## config.mk

```make
export PLATFORM = sky130hd
export DESIGN_NAME = tl45_memory
export DESIGN_NICKNAME = d
export VERILOG_FILES = /design/src/rtl/tl45_pkg.sv /design/src/rtl/tl45_memory.sv
export SDC_FILE = /design/constraint.sdc
export NUM_CORES = 1
export LEC_CHECK = 0
export BUFFER_PORTS_ARGS = -buffer_cell sky130_fd_sc_hd__buf_2
export CAP_MARGIN = 20
export CORE_UTILIZATION = 50
export CTS_BUF_LIST = sky130_fd_sc_hd__clkbuf_4
export DETAILED_ROUTE_END_ITERATION = 6
export GPL_TIMING_DRIVEN = 0
export PLACE_DENSITY = 0.8
export SKIP_CTS_REPAIR_TIMING = 1
export SLEW_MARGIN = 20
export SYNTH_ARGS = -nofsm -noshare
export SYNTH_HDL_FRONTEND = slang
export SYNTH_SLANG_ARGS = --single-unit
```

## constraint.sdc

```tcl
create_clock -name i_clk -period 4.4 [get_ports i_clk]
set_input_delay 0 -clock i_clk [delete_from_list [all_inputs] [get_ports i_clk]]
set_output_delay 0 -clock i_clk [all_outputs]
set_load 0.01 [all_outputs]
```

## src/rtl/tl45_pkg.sv

```systemverilog
// Shared TL45 definitions: memory opcodes, memory-stage FSM states and the
// writeback pair carried between pipeline stages.
package tl45_pkg;

  localparam logic [4:0] OP_LW = 5'h14;
  localparam logic [4:0] OP_SW = 5'h15;

  typedef enum logic [1:0] {
    S_IDLE,
    S_STROBE,
    S_WAIT_ACK,
    S_HOLD
  } mem_state_e;

  typedef struct packed {
    logic [3:0]  dr;
    logic [31:0] value;
  } wb_result_t;

endpackage

```

## src/rtl/tl45_memory.sv

```systemverilog
// TL45 memory-access stage: passes ALU results through, or runs one single-beat
// pipelined Wishbone transfer for LW/SW while stalling the ALU stage.
module tl45_memory #(
  parameter logic [4:0] OP_LW = tl45_pkg::OP_LW,
  parameter logic [4:0] OP_SW = tl45_pkg::OP_SW
) (
  input  logic        i_clk,
  input  logic        i_reset,
  input  logic        i_pipe_stall,
  output logic        o_pipe_stall,
  input  logic        i_pipe_flush,
  output logic        o_pipe_flush,
  input  logic [4:0]  i_opcode,
  input  logic [3:0]  i_dr,
  input  logic [31:0] i_value,
  input  logic [31:0] i_store_val,
  output logic [3:0]  o_dr,
  output logic [31:0] o_value,
  output logic [3:0]  o_of_reg,
  output logic [31:0] o_of_val,
  output logic        o_mem_fault,
  output logic        o_wb_cyc,
  output logic        o_wb_stb,
  output logic        o_wb_we,
  output logic [29:0] o_wb_addr,
  output logic [31:0] o_wb_data,
  output logic [3:0]  o_wb_sel,
  input  logic        i_wb_stall,
  input  logic        i_wb_ack,
  input  logic        i_wb_err,
  input  logic [31:0] i_wb_data
);
  import tl45_pkg::*;

  mem_state_e  state_q, state_d;
  wb_result_t  out_q, out_d;
  wb_result_t  hold_q, hold_d;
  logic        fault_q, fault_d;
  logic        cyc_q, cyc_d;
  logic        stb_q, stb_d;
  logic        we_q, we_d;
  logic [29:0] addr_q, addr_d;
  logic [31:0] data_q, data_d;

  logic       is_mem, misaligned, complete, local_stall;
  wb_result_t result;

  assign is_mem     = (i_opcode == OP_LW) || (i_opcode == OP_SW);
  assign misaligned = (i_value[1:0] != 2'b00);

  // NOTE: every variable gets a default before the case so no path leaves one
  // unassigned, which would otherwise infer a latch.
  always_comb begin
    state_d     = state_q;
    out_d       = out_q;
    hold_d      = hold_q;
    fault_d     = 1'b0;
    cyc_d       = cyc_q;
    stb_d       = stb_q;
    we_d        = we_q;
    addr_d      = addr_q;
    data_d      = data_q;
    complete    = 1'b0;
    local_stall = 1'b0;
    result      = '0;
    o_of_reg    = 4'd0;
    o_of_val    = 32'd0;

    if (!is_mem) begin
      o_of_reg = i_dr;
      o_of_val = i_value;
    end

    case (state_q)
      S_IDLE: begin
        if (is_mem) begin
          // A misaligned access is consumed at once, so the ALU must advance.
          local_stall = !misaligned;
          if (!i_pipe_stall) begin
            if (misaligned) begin
              out_d   = '0;
              fault_d = 1'b1;
            end else begin
              cyc_d   = 1'b1;
              stb_d   = 1'b1;
              we_d    = (i_opcode == OP_SW);
              addr_d  = i_value[31:2];
              data_d  = i_store_val;
              state_d = S_STROBE;
            end
          end
        end else if (!i_pipe_stall) begin
          out_d = '{dr: i_dr, value: i_value};
        end
      end
      S_STROBE: begin
        local_stall = 1'b1;
        if (!i_wb_stall) begin
          stb_d    = 1'b0;
          state_d  = S_WAIT_ACK;
          complete = i_wb_ack || i_wb_err;
        end
      end
      S_WAIT_ACK: begin
        local_stall = 1'b1;
        complete    = i_wb_ack || i_wb_err;
      end
      S_HOLD: begin
        local_stall = 1'b1;
        if (!i_pipe_stall) begin
          local_stall = 1'b0;
          out_d       = hold_q;
          state_d     = S_IDLE;
        end
      end
      default: state_d = S_IDLE;
    endcase

    if (complete) begin
      cyc_d = 1'b0;
      if (i_wb_err) begin
        fault_d = 1'b1;
      end else if (!we_q) begin
        result   = '{dr: i_dr, value: i_wb_data};
        o_of_reg = i_dr;
        o_of_val = i_wb_data;
      end
      if (!i_pipe_stall) begin
        local_stall = 1'b0;
        out_d       = result;
        state_d     = S_IDLE;
      end else begin
        hold_d  = result;
        state_d = S_HOLD;
      end
    end

    // Flush aborts everything; a late ack then lands in IDLE and is ignored.
    if (i_pipe_flush) begin
      out_d   = '0;
      cyc_d   = 1'b0;
      stb_d   = 1'b0;
      state_d = S_IDLE;
    end
  end

  // NOTE: state registers use non-blocking assignments so every flop samples
  // the pre-edge value of its inputs, independent of statement order.
  always_ff @(posedge i_clk or posedge i_reset) begin
    if (i_reset) begin
      state_q <= S_IDLE;
      out_q   <= '0;
      hold_q  <= '0;
      fault_q <= 1'b0;
      cyc_q   <= 1'b0;
      stb_q   <= 1'b0;
      we_q    <= 1'b0;
      addr_q  <= '0;
      data_q  <= '0;
    end else begin
      state_q <= state_d;
      out_q   <= out_d;
      hold_q  <= hold_d;
      fault_q <= fault_d;
      cyc_q   <= cyc_d;
      stb_q   <= stb_d;
      we_q    <= we_d;
      addr_q  <= addr_d;
      data_q  <= data_d;
    end
  end

  assign o_pipe_stall = i_pipe_stall || local_stall;
  assign o_pipe_flush = i_pipe_flush;
  assign o_dr         = out_q.dr;
  assign o_value      = out_q.value;
  assign o_mem_fault  = fault_q;
  assign o_wb_cyc     = cyc_q;
  assign o_wb_stb     = stb_q;
  assign o_wb_we      = we_q;
  assign o_wb_addr    = addr_q;
  assign o_wb_data    = data_q;
  assign o_wb_sel     = 4'hF;

endmodule

```

; ---- Yosys cells after proc, flatten, opt, wreduce, memory -nomap -nowiden
; Cells that the tools add are included.
[totals]
register_bits = 140
in_bits = 112
output_inout_bits = 144
word_cells = 95
[classes]
mux = 50
eq_ne = 16
bitwise_logic = 2
n_reduce_logical = 16
[op_table]
columns = op, count
row1 = 36-bit two-way mux, 10
row2 = 32-bit two-way mux, 4
row3 = 36-bit one-hot mux with 2 select lines, 1
row4 = "4-bit != test, second input constant", 5
row5 = 1-bit two-way mux, 19
row6 = 2-bit two-way mux, 8
row7 = 4-bit two-way mux, 4
row8 = "3-bit != test, second input constant", 4
row9 = "5-bit equality test, second input constant", 2
row10 = 3-bit nonzero test, 3
row11 = 4-bit AND reduction, 2
row12 = 2-bit one-hot mux with 3 select lines, 1
row13 = 6-bit AND reduction, 1
row14 = 5-bit AND reduction, 1
row15 = 5-bit nonzero test, 1
row16 = "2-bit equality test, second input constant", 2
row17 = 1-bit one-hot mux with 2 select lines, 2
row18 = 1-bit logical OR, 3
row19 = "3-bit by 1-bit != test with 1-bit output, second input constant", 1
row20 = "3-bit by 2-bit != test with 1-bit output, second input constant", 1
row21 = 1-bit one-hot mux with 3 select lines, 1
row22 = "2-bit by 1-bit equality test with 1-bit output, second input constant", 1
row23 = 2-bit zero test, 1
row24 = 1-bit inverter, 2
row25 = 4 further kinds, 4

; ---- Depth between registers and ports, before layout
[logic_depth]
ltp_word = 8
depth_mapped = 9
mapped_depth_nobuf = 7

; ---- Worst setup path before layout
; No wires, ideal clock.
[synth_timing]
path_kind = reg-to-reg
from = register state_q[0]
to = register out_q, in the netlist o_value[31]
path_slack_ps = 2384
stages_incl_launch_ff = 10
synth_period_minus_slack_ps = 2016
setup_time_ps = 142
path_buffers = 3
required_time_ps = 4258
arrival_ps = 1874
path_cell_list = dfrtp_1 -> inv_1 -> ha_1 -> buf_2 -> o21a_1 -> a211o_1 -> buf_6 -> buf_6 -> a222oi_1 -> a211oi_1
[synth_lines]
columns = element, line
row1 = start: declaration, tl45_memory.sv:35  ; mem_state_e state_q, state_d;
row2 = start signal: assignment, tl45_memory.sv:161  ; state_q <= state_d;
row3 = end signal: assignment, tl45_memory.sv:162  ; out_q <= out_d;
row4 = end: declaration, tl45_memory.sv:36  ; wb_result_t out_q, out_d;

; ---- Worst setup path in the final report
[layout_timing]
from = register state_q[1]
to = output port o_of_val[19]
[layout_via]
elab_chain_len = 3
elab_cells_between_ends = 4
classes_between = 2 x eq/ne / 2 x mux
[layout_rtl]
columns = element, line
row1 = 2-bit equality test or 2-bit by 1-bit equality test with 1-bit output (tied branches), tl45_memory.sv:74  ; case (state_q)
row2 = 1-bit one-hot mux with 2 select lines *, tl45_memory.sv:74
row3 = 32-bit two-way mux *, tl45_memory.sv:119  ; if (complete) begin
row4 = end: declaration, tl45_memory.sv:20  ; output logic [31:0] o_of_val,
; Every way passes the cells marked *; elsewhere a longest branch is shown, timed or not.

==> flow_summary.ini <==
[run_status]
status = complete, but fails checks
violations = DRC

[power_and_ir_drop]
power.leakage_nw = 4.737
cellPowerDensity_nw_per_um2 = 450.9
vdd_drop_max_mv = 0.2334

[worst_setup_path]
endpoint_kind = output port
cp_slowest_cell = clkbuf_1
cpLargestDelayFamily = compound AO/OA/AOI/OAI gates
reg2reg_depth = 9
cp.depth = 8
slowest_delay_ns = 0.58
reg2reg_slack_ns = 1.58
critPathArrivalTime_ns = 3.17
critPathMaxFanout = 10
crit_buf_inv = 3
cp_data_required_time_ns = 4.40
crit_chain = inv_1, ha_1, nor2b_1, o221a_2, a21oi_1, clkbuf_1, a32o_1, buf_2
worstSetupPathType = flip-flop to output port
start_kind = flip-flop
reg2reg_to = o_value[1]
reg2reg_from = state_q[1]

[sta]
min_period_ns = 3.166
maxSlewViolCount = 0
worst_pin_slew_ns = 0.7281
fin_crit_sh_pct = 71.94
slew_headroom_pct = 51.24
skew_ns = 0.01374
fmax_mhz = 315.9
grt_setup_unrepaired = no
finalSetupViolCount = 0
fin_ws_ns = 1.235
hold_viol_final = 0

[synth]
synthTopCellsByArea = dfrtp_1 (54%), mux2_2 (11%), a222oi_1 (5.6%)
synth-edff-count = 0
ys_top_cells_by_count = dfrtp_1 (140), nand2_1 (74), mux2_2 (65)
synthFlopType = dfrtp_1
muxShareOfSynthArea_pct = 11.45
synthSimpleGateAreaFrac_pct = 6.737
yosysTopAreaCell = dfrtp_1
async_reset_ff_share_pct = 100.0
syn_avg_cell_area_um2 = 11.45
ys_seq_area_share_pct = 54.05
synth-xor-area-share_pct = 0
synth_fa_ha_area_share_pct = 0.9653
synth_compound_area_share_pct = 21.93
syn_inst = 566
ys_seq_elements = 140
syn_area_um2 = 6481
synth_warnings = 0
synth_top_family_by_area = compound AO/OA/AOI/OAI gates
synth_most_common_cell = dfrtp_1
synth_cell_types = 38
synth_top_area_share_pct = 54.05

[drt]
vias_per_cell = 5.931
drc = 3
wl_um = 22530
postRouteAntennaNets = 0
dr.pass1.iters = 7
wl_per_cell_um = 19.99
via_count = 6684
drt_iter0_drc = 964

[job]
cap_violations = 0

[floorplanning]
rows = 41
io_pins = 256
start_util_pct = 51.36
die_area_um2 = 13420
core_area_um2 = 12620
fp.dieH_um = 115.9
die_width_um = 115.9

[final_layout]
stdcell_count = 1127
fill_cells = 875
area_growth_pct = 43.28
nets = 1063
drive_above_1_share_pct = 38.68

[place]
io_buffer_count = 249
pre_cts_ws_ns = 1.845
gp_congestion = 0.9150
dp_cells = 991
place_hpwl_um = 14450

[clock_tree]
clk_pin_slew_ns = 0.11
clock_sinks = 140
numCtsBuffers = 17
htree_levels = 4
cts_tree = built
clk_latency_ns = 0.53
cts_root_buf = clkbuf_4
clockBufferDepth = 2

[global_route]
grtUsageTotal_pct = 30.54
grt_pass1_wl_um = 30730
overflow = 0
grt_max_degree = 72
grt_antenna_before_repair = 1
grt_pass1_vias = 5956

[min_path]
holdCritPathClass = input pin to async pin
[layout by cell type, fill, tap and decap left out, types with 2 or more instances in the layout]
master and instances:
buf_6 4, buf_1 2, a21oi_1 43, buf_4 5, clkbuf_4 22, a222oi_1 36
nand2_1 74, and2_1 4, dfrtp_1 140, inv_1 4, mux2_2 65, a32o_1 31
nand2b_1 2, nor2_1 3, conb_1 4, a211oi_1 37, dlygate4sd3_1 108, buf_2 260
clkinv_2 3, nor3b_2 2, ha_1 5, clkbuf_1 38, nor2b_1 3, o21ai_0 38
[through the flow]
| stage | setup TNS (ns) | instance area, µm² | hold slack (ns) | util [%] | power, W |
|---|---|---|---|---|---|
| 3_3_place_gp | -95.18 | 7954 | 0.1852 | 63.03 | 0.003284 |
| 4_1_cts | 0 | 8203 | -0.5276 | 65.00 | 0.004073 |
| 5_1_grt | 0 | 9286 | 0.03568 | 73.59 | 0.004408 |
| 3_5_place_dp | 0 | 7989 | 0.08191 | 63.31 | 0.003360 |
| 2_1_floorplan | 0 | 6492 | 0.09177 | - | 0.002732 |
| 6_report | 0 | 9286 | 0.05178 | 73.59 | 0.004187 |
[per-layer routing]
layer  global-route usage [%]  part of all wire, %  vias to the layer above
met3                    6.172                  8.6                       77
met4                    14.70                  3.7                        0
met5                        0                    0                        -
met2                    50.48                   50                      448
met1                    38.49                   37                     3250
li1                         -                    -                     2909
[tightest hold or removal path: stages]
cell and delay [ns]:
dlygate4sd3_1 0.54, buf_2 0.15, inv_8 0.35
[worst max path at each step]
stage,from,end
3_3_place_gp,i_reset,o_wb_addr[14]
6_report,state_q[1],o_of_val[19]
4_1_cts,state_q[1],o_of_val[19]
5_1_grt,state_q[1],o_of_val[19]
2_1_floorplan,i_reset,hold_q[0]
3_5_place_dp,state_q[0],o_value[19]
[report_power, final]
part           total (W)  internal (W)  switching (W)
Clock           0.000723      0.000292       0.000431
Combinational    0.00169      0.000732       0.000955
Sequential       0.00178       0.00160       0.000182
Total            0.00419       0.00262        0.00157
[logic make-up after synthesis]
group	count (synthesis)
fa+ha+maj	5
mux	66
flops	140
compound gates	193
other cells	1
simple gates	95
buf+inv	66
[state kept, by name (all words and copies together) (netlist names)]
signal       count
o_wb_addr       30
o_wb_data       32
state_q          2
o_wb_stb         1
hold_q          36
o_value         32
o_dr             4
o_wb_cyc         1
o_mem_fault      1
o_wb_we          1
[cell type report]
class | instances | area [µm²] | area share (%)
diodes | 1 | 2.502 | 0.02695
plain buffers | 61 | 292.8 | 3.153
clock buffers | 22 | 165.2 | 1.778
clock inverters | 5 | 48.80 | 0.5255
inverters | 5 | 26.28 | 0.2829
multi-input cells | 363 | 2678 | 28.83
flip-flops and latches | 140 | 3503 | 37.73
well taps | 172 | 215.2 | 2.317
repair buffers | 358 | 2355 | 25.36
(Power assumes the default switching activity.)
